$ cat config.mk
export PLATFORM = sky130hd
export DESIGN_NAME = gpioemu_job_sequencer_flat
export DESIGN_NICKNAME = d
export VERILOG_FILES = /design/src/rtl/gpioemu_job_sequencer_if.sv /design/src/rtl/gpioemu_job_sequencer.sv /design/src/flat_wrapper.sv
export SDC_FILE = /design/constraint.sdc
export NUM_CORES = 1
export LEC_CHECK = 0
export BUFFER_PORTS_ARGS = -buffer_cell sky130_fd_sc_hd__clkbuf_2
export CAP_MARGIN = 20
export CELL_PAD_IN_SITES_DETAIL_PLACEMENT = 2
export CELL_PAD_IN_SITES_GLOBAL_PLACEMENT = 2
export CORE_ASPECT_RATIO = 0.9
export CORE_MARGIN = 8
export CORE_UTILIZATION = 40
export CTS_CLUSTER_DIAMETER = 50
export DETAILED_ROUTE_END_ITERATION = 8
export PLACE_DENSITY = 0.85
export SYNTH_ARGS = -nofsm -noshare
export SYNTH_HDL_FRONTEND = slang
export SYNTH_SLANG_ARGS = --single-unit
$ cat constraint.sdc
create_clock -name clk -period 5.7 [get_ports clk]
set_clock_uncertainty 0.05 [all_clocks]
set_input_delay 0.57 -clock clk [delete_from_list [all_inputs] [get_ports clk]]
set_output_delay 0.57 -clock clk [all_outputs]
set_load 0.005 [all_outputs]
$ cat src/rtl/gpioemu_job_sequencer_if.sv
// gpioemu_job_sequencer_if: job queue, result queue and peripheral bus bundle.
interface gpioemu_job_sequencer_if;
    logic        job_valid;
    logic        job_ready;
    logic [23:0] job_a1;
    logic [23:0] job_a2;
    logic        res_valid;
    logic        res_ready;
    logic [31:0] res_w;
    logic [5:0]  res_l;
    logic        res_ovf;
    logic        res_timeout;
    logic [15:0] saddress;
    logic        swr;
    logic        srd;
    logic [31:0] sdata_wr;
    logic [31:0] sdata_rd;
    modport master (
        input  job_valid, job_a1, job_a2, res_ready, sdata_rd,
        output job_ready, res_valid, res_w, res_l, res_ovf, res_timeout,
               saddress, swr, srd, sdata_wr
    );
    modport slave (
        output job_valid, job_a1, job_a2, res_ready, sdata_rd,
        input  job_ready, res_valid, res_w, res_l, res_ovf, res_timeout,
               saddress, swr, srd, sdata_wr
    );
endinterface

$ cat src/rtl/gpioemu_job_sequencer.sv
// gpioemu_job_sequencer: queues multiplier jobs, runs the peripheral bus sequence, queues results.
module gpioemu_job_sequencer #(
    parameter int          IN_DEPTH   = 4,
    parameter int          OUT_DEPTH  = 4,
    parameter int          POLL_LIMIT = 64,
    parameter logic [15:0] ADDR_A1    = 16'h037F,
    parameter logic [15:0] ADDR_A2    = 16'h0388,
    parameter logic [15:0] ADDR_CTRL  = 16'h03A0,
    parameter logic [15:0] ADDR_W     = 16'h0390,
    parameter logic [15:0] ADDR_L     = 16'h0398
) (
    input  logic                           clk,
    input  logic                           reset,
    gpioemu_job_sequencer_if.master        bus,
    output logic                           busy,
    output logic [15:0]                    jobs_done
);
    localparam int IW = $clog2(IN_DEPTH);
    localparam int OW = $clog2(OUT_DEPTH);
    localparam int PW = $clog2(POLL_LIMIT + 1);

    typedef enum logic [2:0] {IDLE, WR_A1, WR_A2, WR_GO, POLL, RD_W, RD_L, PUSH} state_e;

    state_e         state_q, state_d;
    logic [1:0]     ph_q, ph_d;
    logic [PW-1:0]  poll_q, poll_d;
    logic [23:0]    a1_q, a2_q, a1_d, a2_d;
    logic [31:0]    w_q, w_d;
    logic [5:0]     l_q, l_d;
    logic           ovf_q, ovf_d, to_q, to_d;
    logic [15:0]    addr_q, addr_d;
    logic [31:0]    wdata_q, wdata_d;
    logic           swr_q, swr_d, srd_q, srd_d;
    logic [15:0]    jobs_q;

    logic [47:0]    in_mem_q [IN_DEPTH];
    logic [IW-1:0]  in_wp_q, in_rp_q;
    logic [IW:0]    in_cnt_q;
    logic           in_push, in_pop, in_full, in_empty;

    logic [39:0]    out_mem_q [OUT_DEPTH];
    logic [OW-1:0]  out_wp_q, out_rp_q;
    logic [OW:0]    out_cnt_q;
    logic           out_push, out_pop, out_full;

    logic           bus_st, last;

    assign in_full   = in_cnt_q == (IW+1)'(IN_DEPTH);
    assign in_empty  = in_cnt_q == '0;
    assign in_pop    = state_q == IDLE && !in_empty;
    assign in_push   = bus.job_valid && bus.job_ready;
    // A full input FIFO still accepts when the FSM drains it in the same cycle
    assign bus.job_ready = !reset && (!in_full || in_pop);

    assign out_full  = out_cnt_q == (OW+1)'(OUT_DEPTH);
    assign out_push  = state_q == PUSH && !out_full;
    assign out_pop   = bus.res_valid && bus.res_ready;
    assign bus.res_valid = out_cnt_q != '0;
    assign {bus.res_w, bus.res_l, bus.res_ovf, bus.res_timeout} = out_mem_q[out_rp_q];

    assign {a1_d, a2_d} = in_pop ? in_mem_q[in_rp_q] : {a1_q, a2_q};
    assign bus_st = state_q != IDLE && state_q != PUSH;
    assign last   = ph_q == 2'd2;

    always_ff @(posedge clk) begin
        if (in_push) in_mem_q[in_wp_q] <= {bus.job_a1, bus.job_a2};
        if (out_push) out_mem_q[out_wp_q] <= {w_q, l_q, ovf_q, to_q};
    end

    always_ff @(posedge clk) begin
        if (reset) begin
            in_wp_q   <= '0;
            in_rp_q   <= '0;
            in_cnt_q  <= '0;
            out_wp_q  <= '0;
            out_rp_q  <= '0;
            out_cnt_q <= '0;
            jobs_q    <= '0;
        end else begin
            in_wp_q   <= in_wp_q + IW'(in_push);
            in_rp_q   <= in_rp_q + IW'(in_pop);
            in_cnt_q  <= in_cnt_q + (IW+1)'(in_push) - (IW+1)'(in_pop);
            out_wp_q  <= out_wp_q + OW'(out_push);
            out_rp_q  <= out_rp_q + OW'(out_pop);
            out_cnt_q <= out_cnt_q + (OW+1)'(out_push) - (OW+1)'(out_pop);
            jobs_q    <= jobs_q + 16'(out_push);
        end
    end

    // Status word: bit1 = done, bit0 = product fits in 32 bits
    always_comb begin
        state_d = state_q;
        poll_d  = poll_q;
        w_d     = w_q;
        l_d     = l_q;
        ovf_d   = ovf_q;
        to_d    = to_q;
        ph_d    = bus_st && !last ? ph_q + 2'd1 : 2'd0;
        unique case (state_q)
            IDLE: if (!in_empty) begin
                state_d = WR_A1;
                poll_d  = '0;
                w_d     = '0;
                l_d     = '0;
                ovf_d   = 1'b0;
                to_d    = 1'b0;
            end
            WR_A1: if (last) state_d = WR_A2;
            WR_A2: if (last) state_d = WR_GO;
            WR_GO: if (last) state_d = POLL;
            POLL: if (last) begin
                poll_d = poll_q + PW'(1);
                if (bus.sdata_rd[1]) begin
                    ovf_d   = ~bus.sdata_rd[0];
                    state_d = RD_W;
                end else if (poll_d == PW'(POLL_LIMIT)) begin
                    to_d    = 1'b1;
                    state_d = PUSH;
                end
            end
            RD_W: if (last) begin
                w_d     = bus.sdata_rd;
                state_d = RD_L;
            end
            RD_L: if (last) begin
                l_d     = bus.sdata_rd[5:0];
                state_d = PUSH;
            end
            PUSH: if (!out_full) state_d = IDLE;
            default: state_d = IDLE;
        endcase
    end

    // Bus outputs are decoded from the next state so they leave flops glitch-free
    always_comb begin
        addr_d  = state_d == WR_A1 ? ADDR_A1 :
                  state_d == WR_A2 ? ADDR_A2 :
                  (state_d == WR_GO || state_d == POLL) ? ADDR_CTRL :
                  state_d == RD_W ? ADDR_W :
                  state_d == RD_L ? ADDR_L : 16'h0;
        wdata_d = state_d == WR_A1 ? {8'h0, a1_d} :
                  state_d == WR_A2 ? {8'h0, a2_d} : 32'h0;
        swr_d   = (state_d == WR_A1 || state_d == WR_A2 || state_d == WR_GO) && ph_d == 2'd1;
        srd_d   = (state_d == POLL || state_d == RD_W || state_d == RD_L) && ph_d == 2'd1;
    end

    always_ff @(posedge clk) begin
        if (reset) begin
            state_q <= IDLE;
            ph_q    <= '0;
            poll_q  <= '0;
            a1_q    <= '0;
            a2_q    <= '0;
            w_q     <= '0;
            l_q     <= '0;
            ovf_q   <= 1'b0;
            to_q    <= 1'b0;
            addr_q  <= '0;
            wdata_q <= '0;
            swr_q   <= 1'b0;
            srd_q   <= 1'b0;
        end else begin
            state_q <= state_d;
            ph_q    <= ph_d;
            poll_q  <= poll_d;
            a1_q    <= a1_d;
            a2_q    <= a2_d;
            w_q     <= w_d;
            l_q     <= l_d;
            ovf_q   <= ovf_d;
            to_q    <= to_d;
            addr_q  <= addr_d;
            wdata_q <= wdata_d;
            swr_q   <= swr_d;
            srd_q   <= srd_d;
        end
    end

    assign bus.saddress = addr_q;
    assign bus.sdata_wr = wdata_q;
    assign bus.swr      = swr_q;
    assign bus.srd      = srd_q;
    assign busy         = state_q != IDLE;
    assign jobs_done    = jobs_q;
endmodule
$ cat src/flat_wrapper.sv
// flat-port wrapper written by rule: the top's interface ports become plain ports
module gpioemu_job_sequencer_flat 
#(
    parameter int          IN_DEPTH   = 4,
    parameter int          OUT_DEPTH  = 4,
    parameter int          POLL_LIMIT = 64,
    parameter logic [15:0] ADDR_A1    = 16'h037F,
    parameter logic [15:0] ADDR_A2    = 16'h0388,
    parameter logic [15:0] ADDR_CTRL  = 16'h03A0,
    parameter logic [15:0] ADDR_W     = 16'h0390,
    parameter logic [15:0] ADDR_L     = 16'h0398
)
  (clk, reset, busy, jobs_done, bus_job_valid, bus_job_a1, bus_job_a2, bus_res_ready, bus_sdata_rd, bus_job_ready, bus_res_valid, bus_res_w, bus_res_l, bus_res_ovf, bus_res_timeout, bus_saddress, bus_swr, bus_srd, bus_sdata_wr);
  gpioemu_job_sequencer_if bus_i ();
  input  logic clk;
  input  logic reset;
  output logic busy;
  output logic [15:0] jobs_done;
  input wire logic [$bits(bus_i.job_valid)-1:0] bus_job_valid;
  input wire logic [$bits(bus_i.job_a1)-1:0] bus_job_a1;
  input wire logic [$bits(bus_i.job_a2)-1:0] bus_job_a2;
  input wire logic [$bits(bus_i.res_ready)-1:0] bus_res_ready;
  input wire logic [$bits(bus_i.sdata_rd)-1:0] bus_sdata_rd;
  output wire logic [$bits(bus_i.job_ready)-1:0] bus_job_ready;
  output wire logic [$bits(bus_i.res_valid)-1:0] bus_res_valid;
  output wire logic [$bits(bus_i.res_w)-1:0] bus_res_w;
  output wire logic [$bits(bus_i.res_l)-1:0] bus_res_l;
  output wire logic [$bits(bus_i.res_ovf)-1:0] bus_res_ovf;
  output wire logic [$bits(bus_i.res_timeout)-1:0] bus_res_timeout;
  output wire logic [$bits(bus_i.saddress)-1:0] bus_saddress;
  output wire logic [$bits(bus_i.swr)-1:0] bus_swr;
  output wire logic [$bits(bus_i.srd)-1:0] bus_srd;
  output wire logic [$bits(bus_i.sdata_wr)-1:0] bus_sdata_wr;
  assign bus_i.job_valid = bus_job_valid;
  assign bus_i.job_a1 = bus_job_a1;
  assign bus_i.job_a2 = bus_job_a2;
  assign bus_i.res_ready = bus_res_ready;
  assign bus_i.sdata_rd = bus_sdata_rd;
  assign bus_job_ready = bus_i.job_ready;
  assign bus_res_valid = bus_i.res_valid;
  assign bus_res_w = bus_i.res_w;
  assign bus_res_l = bus_i.res_l;
  assign bus_res_ovf = bus_i.res_ovf;
  assign bus_res_timeout = bus_i.res_timeout;
  assign bus_saddress = bus_i.saddress;
  assign bus_swr = bus_i.swr;
  assign bus_srd = bus_i.srd;
  assign bus_sdata_wr = bus_i.sdata_wr;
  gpioemu_job_sequencer #(.IN_DEPTH(IN_DEPTH), .OUT_DEPTH(OUT_DEPTH), .POLL_LIMIT(POLL_LIMIT), .ADDR_A1(ADDR_A1), .ADDR_A2(ADDR_A2), .ADDR_CTRL(ADDR_CTRL), .ADDR_W(ADDR_W), .ADDR_L(ADDR_L)) u_core (.clk(clk), .reset(reset), .bus(bus_i), .busy(busy), .jobs_done(jobs_done));
endmodule
==> results of run 1 <==
-- cell usage in the layout (no fill, tap or decap), drive strengths merged, types with 2 or more instances in the layout --
cell,n
o21ai,9
mux4,88
xor2,14
clkinvlp,5
or3,5
xnor2,9
nor3b,3
edfxtp,352
nand2,154
nand3b,2
ha,12
a31oi,3
a211oi,4
and3,7
fa,2
clkbuf,254
inv,15
or3b,3
conb,14
clkinv,14
dfxtp,162
nand2b,3
nand4,6
nor2,50
or2,2
a21oi,102
buf,18
nand3,50
nor3,6
and2,4
nor2b,12
a22o,25
o22ai,2
bufinv,3
-- area by class of cell --
type / count / share of cell area
Clock inverter: 25 / 0.0113
Clock buffer: 77 / 0.0698
Antenna cell: 1 / 0.000111
Tap cell: 624 / 0.0347
Multi-Input combinational cell: 600 / 0.220
Inverter: 12 / 0.00256
Sequential cell: 514 / 0.614
Timing Repair Buffer: 195 / 0.0479
-- power by group through the flow --
stage          Sequential (mW)  Clock [mW]  Combinational (mW)
2_1_floorplan             4.40           0                1.49
3_3_place_gp              4.56           0                1.82
3_5_place_dp              4.58           0                1.93
4_1_cts                   4.51        3.68                1.96
5_1_grt                   4.47        3.80                2.17
6_report                  4.45        3.60                1.99
-- registers in the layout, indices dropped and copies added (netlist names) --
| register | count |
|---|---|
| u_core.a1_q | 24 |
| u_core.a2_q | 24 |
| u_core.bus.saddress | 6 |
| u_core.bus.sdata_wr | 24 |
| u_core.bus.srd | 1 |
| u_core.bus.swr | 1 |
| u_core.in_cnt_q | 3 |
| u_core.in_mem_q | 192 |
| u_core.in_rp_q | 2 |
| u_core.in_wp_q | 2 |
| u_core.jobs_done | 16 |
| u_core.l_q | 6 |
| u_core.out_cnt_q | 3 |
| u_core.out_mem_q | 160 |
| u_core.out_rp_q | 2 |
| u_core.out_wp_q | 2 |
| u_core.ovf_q | 1 |
| u_core.ph_q | 2 |
| u_core.poll_q | 7 |
| u_core.state_q | 3 |
| u_core.to_q | 1 |
| u_core.w_q | 32 |
-- worst max-delay path: cells and delay by family, from the launching register on --
kind | cells | cell delay [ns]
AO/OA/AOI/OAI | 1 | 0.23
buffers and inverters | 2 | 0.59
flip-flops | 1 | 0.50
AND/OR/NAND/NOR | 4 | 1.52
-- stage by stage --
step | area [µm²] | std cells | setup WS, ns | utilization | hold slack (ns)
6_report | 22500 | 2048 | 2.40 | 0.472 | 0.126
5_1_grt | 22500 | 2047 | 2.06 | 0.472 | 0.106
4_1_cts | 22400 | 2043 | 2.34 | 0.471 | 0.0872
3_5_place_dp | 20600 | 1941 | 2.38 | 0.432 | 0.400
3_3_place_gp | 20600 | 1941 | 2.49 | 0.432 | 0.376
2_1_floorplan | 19300 | 1213 | 0.394 | - | 0.361
-- how the worst max path moves through the flow --
stage,startpoint,to,slack (ns),depth (start not counted)
2_1_floorplan,u_core.state_q[1]$_SDFF_PP0_,u_core.in_mem_q[1][0]$_DFFE_PP_,0.39,5
5_1_grt,u_core.state_q[1]$_SDFF_PP0_,u_core.in_mem_q[2][26]$_DFFE_PP_,2.06,7
6_report,u_core.state_q[1]$_SDFF_PP0_,u_core.in_mem_q[2][26]$_DFFE_PP_,2.40,7
3_3_place_gp,u_core.state_q[1]$_SDFF_PP0_,u_core.in_mem_q[2][11]$_DFFE_PP_,2.49,7
3_5_place_dp,u_core.state_q[1]$_SDFF_PP0_,u_core.in_mem_q[2][8]$_DFFE_PP_,2.38,7
4_1_cts,u_core.state_q[1]$_SDFF_PP0_,u_core.in_mem_q[2][12]$_DFFE_PP_,2.34,7
-- cells in the mapped netlist (all sizes together) (3+ instances only) --
cell and count:
a211oi 4, a21oi 102, a22o 25, a31oi 3
and2 4, and3 7, buf 61, clkbuf 26
dfxtp 162, edfxtp 352, ha 12, inv 11
mux4 88, nand2 154, nand2b 3, nand3 50
nand4 6, nor2 50, nor2b 12, nor3 6
nor3b 3, o21ai 9, or3 5, or3b 3
xnor2 9, xor2 14
-- metal layers --
| metal | up-vias | GRT usage | wire [µm] |
|---|---|---|---|
| met5 | - | 0 | 13 |
| met4 | 2 | 0.0699 | 1620 |
| met3 | 85 | 0.0335 | 2310 |
| met2 | 255 | 0.353 | 29100 |
| met1 | 5672 | 0.221 | 20400 |
| li1 | 4839 | - | - |
-- cell families after synthesis --
group | Yosys count | share of synthesized area
AO/OA/AOI/OAI | 150 | 0.0558
XOR/XNOR | 23 | 0.0105
adder cells (fa/ha/maj) | 14 | 0.00989
buffers and inverters | 99 | 0.0297
flip-flops | 514 | 0.718
multiplexers | 89 | 0.104
other | 1 | 0.000195
AND/OR/NAND/NOR | 310 | 0.0720
==> results.ini, run 1 <==
[floorplan]
io_pins=193
num_rows=76
fp.dieArea_um2=55400
core_um2=47600
die_w_um=247
initial_core_util=0.404
die_h_um=224

[layout]
area_delta_synth_final_pct=17.1
drive_above_1_share=0.308
regArea_um2=13800
nFillCells=4394
multiInputGateArea_um2=4940
fin_nets=1476

[clock_network]
cts_tree=done
cts_buffer_depth=3
postCtsSetupBuffers=0
hold_buffers=0
ctsResizeCount=0
htree_levels=2
clock_latency_ns=0.61
cts.sinks=514
clk_pin_slew_worst_paths_ns=0.06
cts-root-buf=clkbuf_16
numCtsBuffers=55

[route]
antenna_left=0
first_pass_iters=5
drtIter0Drc=618
drc=0
via_per_inst=5.30
vias=10900
wl_um=53400
wire_per_inst_um=26.1

[pwr]
power_mw=10.0
power_frac_comb=0.198
p_per_area_nw_per_um2=446
swShare=0.288
peakVddDrop_mv=0.245
sequentialPowerShare=0.443
pwr-share-clk=0.359
p_int_mw=7.15
leakagePower_nw=7.70
p_switching_mw=2.89

[critical_path]
cp_max_fo=30
endpoint_kind=flop
crit_type=flop to flop
cpMostUsedCell=nand2_1
crit_path_start_kind=flop
cp.arrival_ns=3.51
r2r_setup_slack_ns=2.40
r2r_start=u_core.state_q[1]$_SDFF_PP0_
cp_slowest_cell=nor2_4
worstPathCellList=or3_4 > a31oi_1 > nand2_1 > inv_1 > nand2_1 > nor2_4 > buf_4
cp.required_ns=5.91
r2r_end=u_core.in_mem_q[2][26]$_DFFE_PP_
slowest_delay_ns=0.79
reg2reg_depth=7

[global_routing]
antenna_found_initial=3
grt_pass1_vias=12400
grt_start_max_net_pins=90
globalRouteTotalUtil=0.192
grt_pass1_wl_um=80000
grt-ovfl-total=0

[min_path]
whs_path_depth=1
hold_start=bus_job_a2[5]
hold_path_end=u_core.in_mem_q[0][5]$_DFFE_PP_
min_path_type=input port to flop

[placed_design]
routabilityCongestion=0.786
hpwl_um=33200
portBuffers=178

[timing]
relSlewSlack=0.255
fin_crit_sh=0.579
slew_viol_final=0
fmax_mhz=303
grt_setup_unrepaired=false
fin_crit_ns=3.30
finalSetupViolations=0
worst_slew_pin_slew_ns=1.12
hold_viol=0
setup_tns_ns=0

[synth]
yosysSeqAreaShare=0.718
synthFlopType=edfxtp_1
synth.largest_area_cell=edfxtp_1
async_flop_share=0
avgSynthCellArea_um2=16.0
yosys.area.top_type_share=0.550
synth_area_leaders=edfxtp_1, dfxtp_1, mux4_2
syn_inst=1200
synth_cell_types=49
synth-edff-count=352
yosys_warnings=0
ys_ff_latch=514
netlist_area_um2=19200

[run]
max_cap_viol_count=0

[status]
status=completed

(Power assumes the default switching activity.)
==> run 2, diff against run 1 <==
==> constraint.sdc (replaced) <==
create_clock -name clk -period 3.35 [get_ports clk]
set_clock_uncertainty 0.05 [all_clocks]
set_input_delay 0.335 -clock clk [delete_from_list [all_inputs] [get_ports clk]]
set_output_delay 0.335 -clock clk [all_outputs]
set_load 0.005 [all_outputs]
==> run 2 against run 1 <==
  * Clock power increased by 69%
  * Final area increased by 4.0%
  * Wire length rose by 5.5%
  * Register-to-register slack got worse by 2.0 ns
  * Largest power group unchanged
  * Highest routed layer is now met4
==> results.ini, run 2 (synthesis gave the netlist of run 1 again) <==
[timing]
fin_crit_ns=2.98
relSlewSlack=0.372
grt_setup_unrepaired=false
whs_ns=0.0431
fmax_mhz=336
worst_slew_pin_slew_ns=0.942
hold_viol=0
slew_viol_final=0
fin_crit_sh=0.889
finalSetupViolations=0

[floorplan]
io_pins=193
die_h_um=224
fp.dieArea_um2=55400
initial_core_util=0.404
die_w_um=247
core_um2=47600
num_rows=76

[layout]
area_delta_synth_final_pct=21.8
final_core_util=0.492
largest_register_ffs=192
drive_above_1_share=0.295
fin_cells=2137
final_common_cell=edfxtp_1
reg.largest.list=u_core.in_mem_q (192), u_core.out_mem_q (160), u_core.w_q (32)
final_cell_mix=edfxtp_1, clkbuf_2, dfxtp_1
top_register=u_core.in_mem_q
fin_nets=1563

[global_routing]
grt_pass1_vias=13100
antenna_found_initial=1
globalRouteTotalUtil=0.202
grt_pass1_wl_um=84600
use_met1=0.241
grt-ovfl-total=0
grtUsageMet2=0.364
grt_start_max_net_pins=73
top_usage_layer=met2
grt_use_met3=0.0349

[critical_path]
r2r_setup_slack_ns=0.37
cp_max_fo=58
cp.arrival_ns=3.44
endpoint_kind=flop
crit_path_start_kind=flop
crit_type=flop to flop
cp.required_ns=3.81

[pwr]
p_int_mw=12.2
sequentialPowerShare=0.437
swShare=0.298
leakagePower_nw=8.08
peakVddDrop_mv=0.520
power_frac_comb=0.212
p_per_area_nw_per_um2=741
p_switching_mw=5.17
pwr-share-clk=0.351

[clock_network]
htree_levels=2
cts_tree=done
postCtsSetupBuffers=0
hold_buffers=78
cts-root-buf=clkbuf_16
numCtsBuffers=56
ctsResizeCount=0
clk_pin_slew_worst_paths_ns=0.07
cts.sinks=514
clock_latency_ns=0.60
cts_buffer_depth=3

[route]
wl_um=56400
drc=0
via_per_inst=5.34
vias=11400
antenna_left=0
first_pass_iters=4
wire_per_inst_um=26.4
drtIter0Drc=659

[run]
max_cap_viol_count=0

[placed_design]
portBuffers=178
routabilityCongestion=0.762
hpwl_um=32600
placed_cells=1953

[status]
status=completed

[min_path]
min_path_type=input port to flop

-- run 2: metal layers --
| layer | share of wire | wire length [µm] |
|---|---|---|
| met2 | 0.53 | 29800 |
| met3 | 0.048 | 2700 |
| met1 | 0.39 | 21900 |
| met4 | 0.034 | 1920 |
| met5 | 0 | 0 |
-- run 2: worst paths after layout --
kind                                start                                end  cells past startpoint
min                       bus_sdata_rd[5]         u_core.l_q[5]$_SDFFE_PP0P_                      3
max          u_core.state_q[1]$_SDFF_PP0_  u_core.bus.saddress[5]$_SDFF_PP0_                      6
min reg2reg     u_core.ph_q[0]$_SDFF_PP0_          u_core.ph_q[0]$_SDFF_PP0_                      1
max reg2reg  u_core.state_q[1]$_SDFF_PP0_  u_core.bus.saddress[5]$_SDFF_PP0_                      6
-- run 2: worst max-delay path, cell delays in order, from the launching register on --
cell and delay, ns:
dfxtp_1 0.73, or3_4 0.27, or2_4 0.19, buf_4 0.63
nand3_1 0.29, or3b_2 0.54, a21oi_1 0.19
-- run 2: layout make-up --
type	count	area, µm²
Antenna cell	1	2.50
Sequential cell	514	13800
Inverter	12	57.6
Clock inverter	20	160
Clock buffer	85	1640
Timing Repair Buffer	281	1990
Multi-Input combinational cell	600	4960
Tap cell	624	781
Fill cell	4318	24200
-- run 2: power groups by stage --
stage	registers, mW	clock network (mW)	logic, mW
after CTS	7.58	6.15	3.71
final	7.58	6.10	3.67
after floorplan	7.48	0	2.54
after global placement	7.65	0	3.35
after global routing	7.62	6.42	3.94
after detailed placement	7.69	0	3.56
-- run 2: per-stage QoR --
step	setup TNS (ns)	setup WS [ns]	power [mW]	area (µm²)
after global routing	0	0.143	18.0	23400
after floorplan	-24.11	-0.285	10.0	19300
final	0	0.372	17.4	23400
after global placement	0	0.586	11.0	20800
after detailed placement	0	0.458	11.2	20800
after CTS	0	0.351	17.4	23400
==> run 3, diff against run 2 <==
--- a/config.mk
+++ b/config.mk
@@ -7,14 +7,13 @@
 export LEC_CHECK = 0
 export BUFFER_PORTS_ARGS = -buffer_cell sky130_fd_sc_hd__clkbuf_2
 export CAP_MARGIN = 20
-export CELL_PAD_IN_SITES_DETAIL_PLACEMENT = 2
-export CELL_PAD_IN_SITES_GLOBAL_PLACEMENT = 2
 export CORE_ASPECT_RATIO = 0.9
 export CORE_MARGIN = 8
 export CORE_UTILIZATION = 40
 export CTS_CLUSTER_DIAMETER = 50
 export DETAILED_ROUTE_END_ITERATION = 8
-export PLACE_DENSITY = 0.85
+export PLACE_DENSITY = 0.69
+export SLEW_MARGIN = 0
 export SYNTH_ARGS = -nofsm -noshare
 export SYNTH_HDL_FRONTEND = slang
 export SYNTH_SLANG_ARGS = --single-unit
==> run 3 against run 2 <==
  * Register-to-register slack better by 0.10 ns
  * Setup slack better by 0.10 ns
  * Core utilization shrank 0.14 points
  * Clock power is 3.9% lower
  * Critical path type unchanged
  * Critical endpoint is now u_core.in_cnt_q[2]$_SDFF_PP0_
  * Maximum frequency up 3.5%
  * Highest routed layer is now met5
==> results.ini, run 3 (synthesis gave the netlist of run 1 again) <==
[route]
drc=0
wire_per_inst_um=19.5
wl_um=41400
dr_wl_met3_um=2500
antenna_left=0
first_pass_iters=5
highest_layer=met5
vias=10700
drtIter0Drc=755
wl_met1_um=17100
wl_met2_um=21100
via_per_inst=5.04

[clock_network]
clock_latency_ns=0.59
cts_buffer_depth=3
numCtsBuffers=52
clk_pin_slew_worst_paths_ns=0.06
postCtsSetupBuffers=0
htree_levels=2
cts_tree=done
cts-root-buf=clkbuf_16
cts.sinks=514

[floorplan]
die_w_um=247
die_h_um=224
core_um2=47600
fp.dieArea_um2=55400
num_rows=76
io_pins=193
initial_core_util=0.404

[layout]
largest_register_ffs=192
drive_above_1_share=0.289
final_cell_mix=edfxtp_1, clkbuf_2, dfxtp_1
final_core_util=0.490
finalInstanceArea_um2=23300
area_delta_synth_final_pct=21.4
final_common_cell=edfxtp_1
reg.largest.list=u_core.in_mem_q (192), u_core.out_mem_q (160), u_core.w_q (32)
fin_nets=1558
top_register=u_core.in_mem_q

[timing]
fin_crit_ns=2.88
finalSetupViolations=0
slew_viol_final=0
relSlewSlack=0.409
worst_slew_pin_slew_ns=0.886
fmax_mhz=348
grt_setup_unrepaired=false
layout_setup_ws_ns=0.473
hold_viol=0
fin_crit_sh=0.859

[critical_path]
cp_max_fo=19
endpoint_kind=flop
cp_top_family=simple AND/OR/NAND/NOR gates
crit_path_start_kind=flop
cp.required_ns=3.74
slowest_delay_ns=0.49
crit_buf_inv=2
worstPathCellList=or3_4 > a31oi_1 > nand2_1 > inv_1 > ha_1 > inv_1 > fa_1 > xor2_1 > xnor2_1 > nor2_1
cp_slowest_cell=dfxtp_1
crit_type=flop to flop
cpMostUsedCell=inv_1
cp.arrival_ns=3.27

[global_routing]
antenna_found_initial=4
grt_pass1_vias=11300
globalRouteTotalUtil=0.148
grt_start_max_net_pins=82
grt-ovfl-total=0
grt_pass1_wl_um=63900

[run]
max_cap_viol_count=0

[pwr]
power_frac_comb=0.197
sequentialPowerShare=0.453
p_int_mw=12.2
peakVddDrop_mv=0.529
leakagePower_nw=8.05
p_switching_mw=4.56
pwr-share-clk=0.350
p_per_area_nw_per_um2=718
swShare=0.272

[placed_design]
post_dp_cell_area_um2=20800
routabilityCongestion=0.760
hpwl_um=25100
dp_slack_ns=0.449
portBuffers=178

[min_path]
min_path_type=input port to flop

[status]
status=completed

run 3: worst paths after layout:
check	from	end	slack, ns	cells past startpoint
setup / recovery	u_core.state_q[1]$_SDFF_PP0_	u_core.in_cnt_q[2]$_SDFF_PP0_	0.47	10
hold / removal	reset	u_core.jobs_done[15]$_SDFF_PP0_	0.16	2
setup reg to reg	u_core.state_q[1]$_SDFF_PP0_	u_core.in_cnt_q[2]$_SDFF_PP0_	0.47	10
hold reg to reg	u_core.ph_q[0]$_SDFF_PP0_	u_core.ph_q[0]$_SDFF_PP0_	0.39	1
run 3: power by group through the flow:
stage | combinational, mW | sequential [mW] | clock [mW]
3_3_place_gp | 3.24 | 7.73 | 0
6_report | 3.31 | 7.59 | 5.86
5_1_grt | 3.63 | 7.65 | 6.22
2_1_floorplan | 2.54 | 7.48 | 0
3_5_place_dp | 3.30 | 7.73 | 0
4_1_cts | 3.40 | 7.60 | 5.99
run 3: area by class of cell:
cell class	instances	area, µm²
clock buffers	75	1510
flip-flops and latches	514	13800
inverters	12	57.6
repair buffers	280	1960
multi-input cells	600	4960
clock inverters	23	248
well taps	624	781
diodes	2	5.00
fillers	3913	24300
run 3: per-layer routing:
layer  GRT usage  up-vias
li1            -     5013
met1       0.180     5378
met2       0.261      285
met3      0.0323       59
met4      0.0406        4
met5           0        -
run 3: worst reg2reg max path: cells and delay by family, from the launching register on:
kind | cells | cell delay, ns
AND/OR/NAND/NOR | 3 | 0.78
adder cells (fa/ha/maj) | 2 | 0.53
flip-flops | 1 | 0.49
AO/OA/AOI/OAI | 1 | 0.36
XOR/XNOR | 2 | 0.30
buffers and inverters | 2 | 0.22
run 3: timing repair:
item | CTS | global route
hold buffers | 80 | 0
gates resized for setup | 0 | 0
hold endpoints to repair | 231 | 0
run 3: metrics by stage:
stage / TNS [ns] / hold slack [ns] / power [mW] / std cells
2_1_floorplan: -24.11 / 0.361 / 10.0 / 1213
3_3_place_gp: 0 / 0.374 / 11.0 / 1950
3_5_place_dp: 0 / 0.381 / 11.0 / 1950
4_1_cts: 0 / 0.154 / 17.0 / 2128
5_1_grt: 0 / 0.193 / 17.5 / 2129
6_report: 0 / 0.160 / 16.8 / 2130
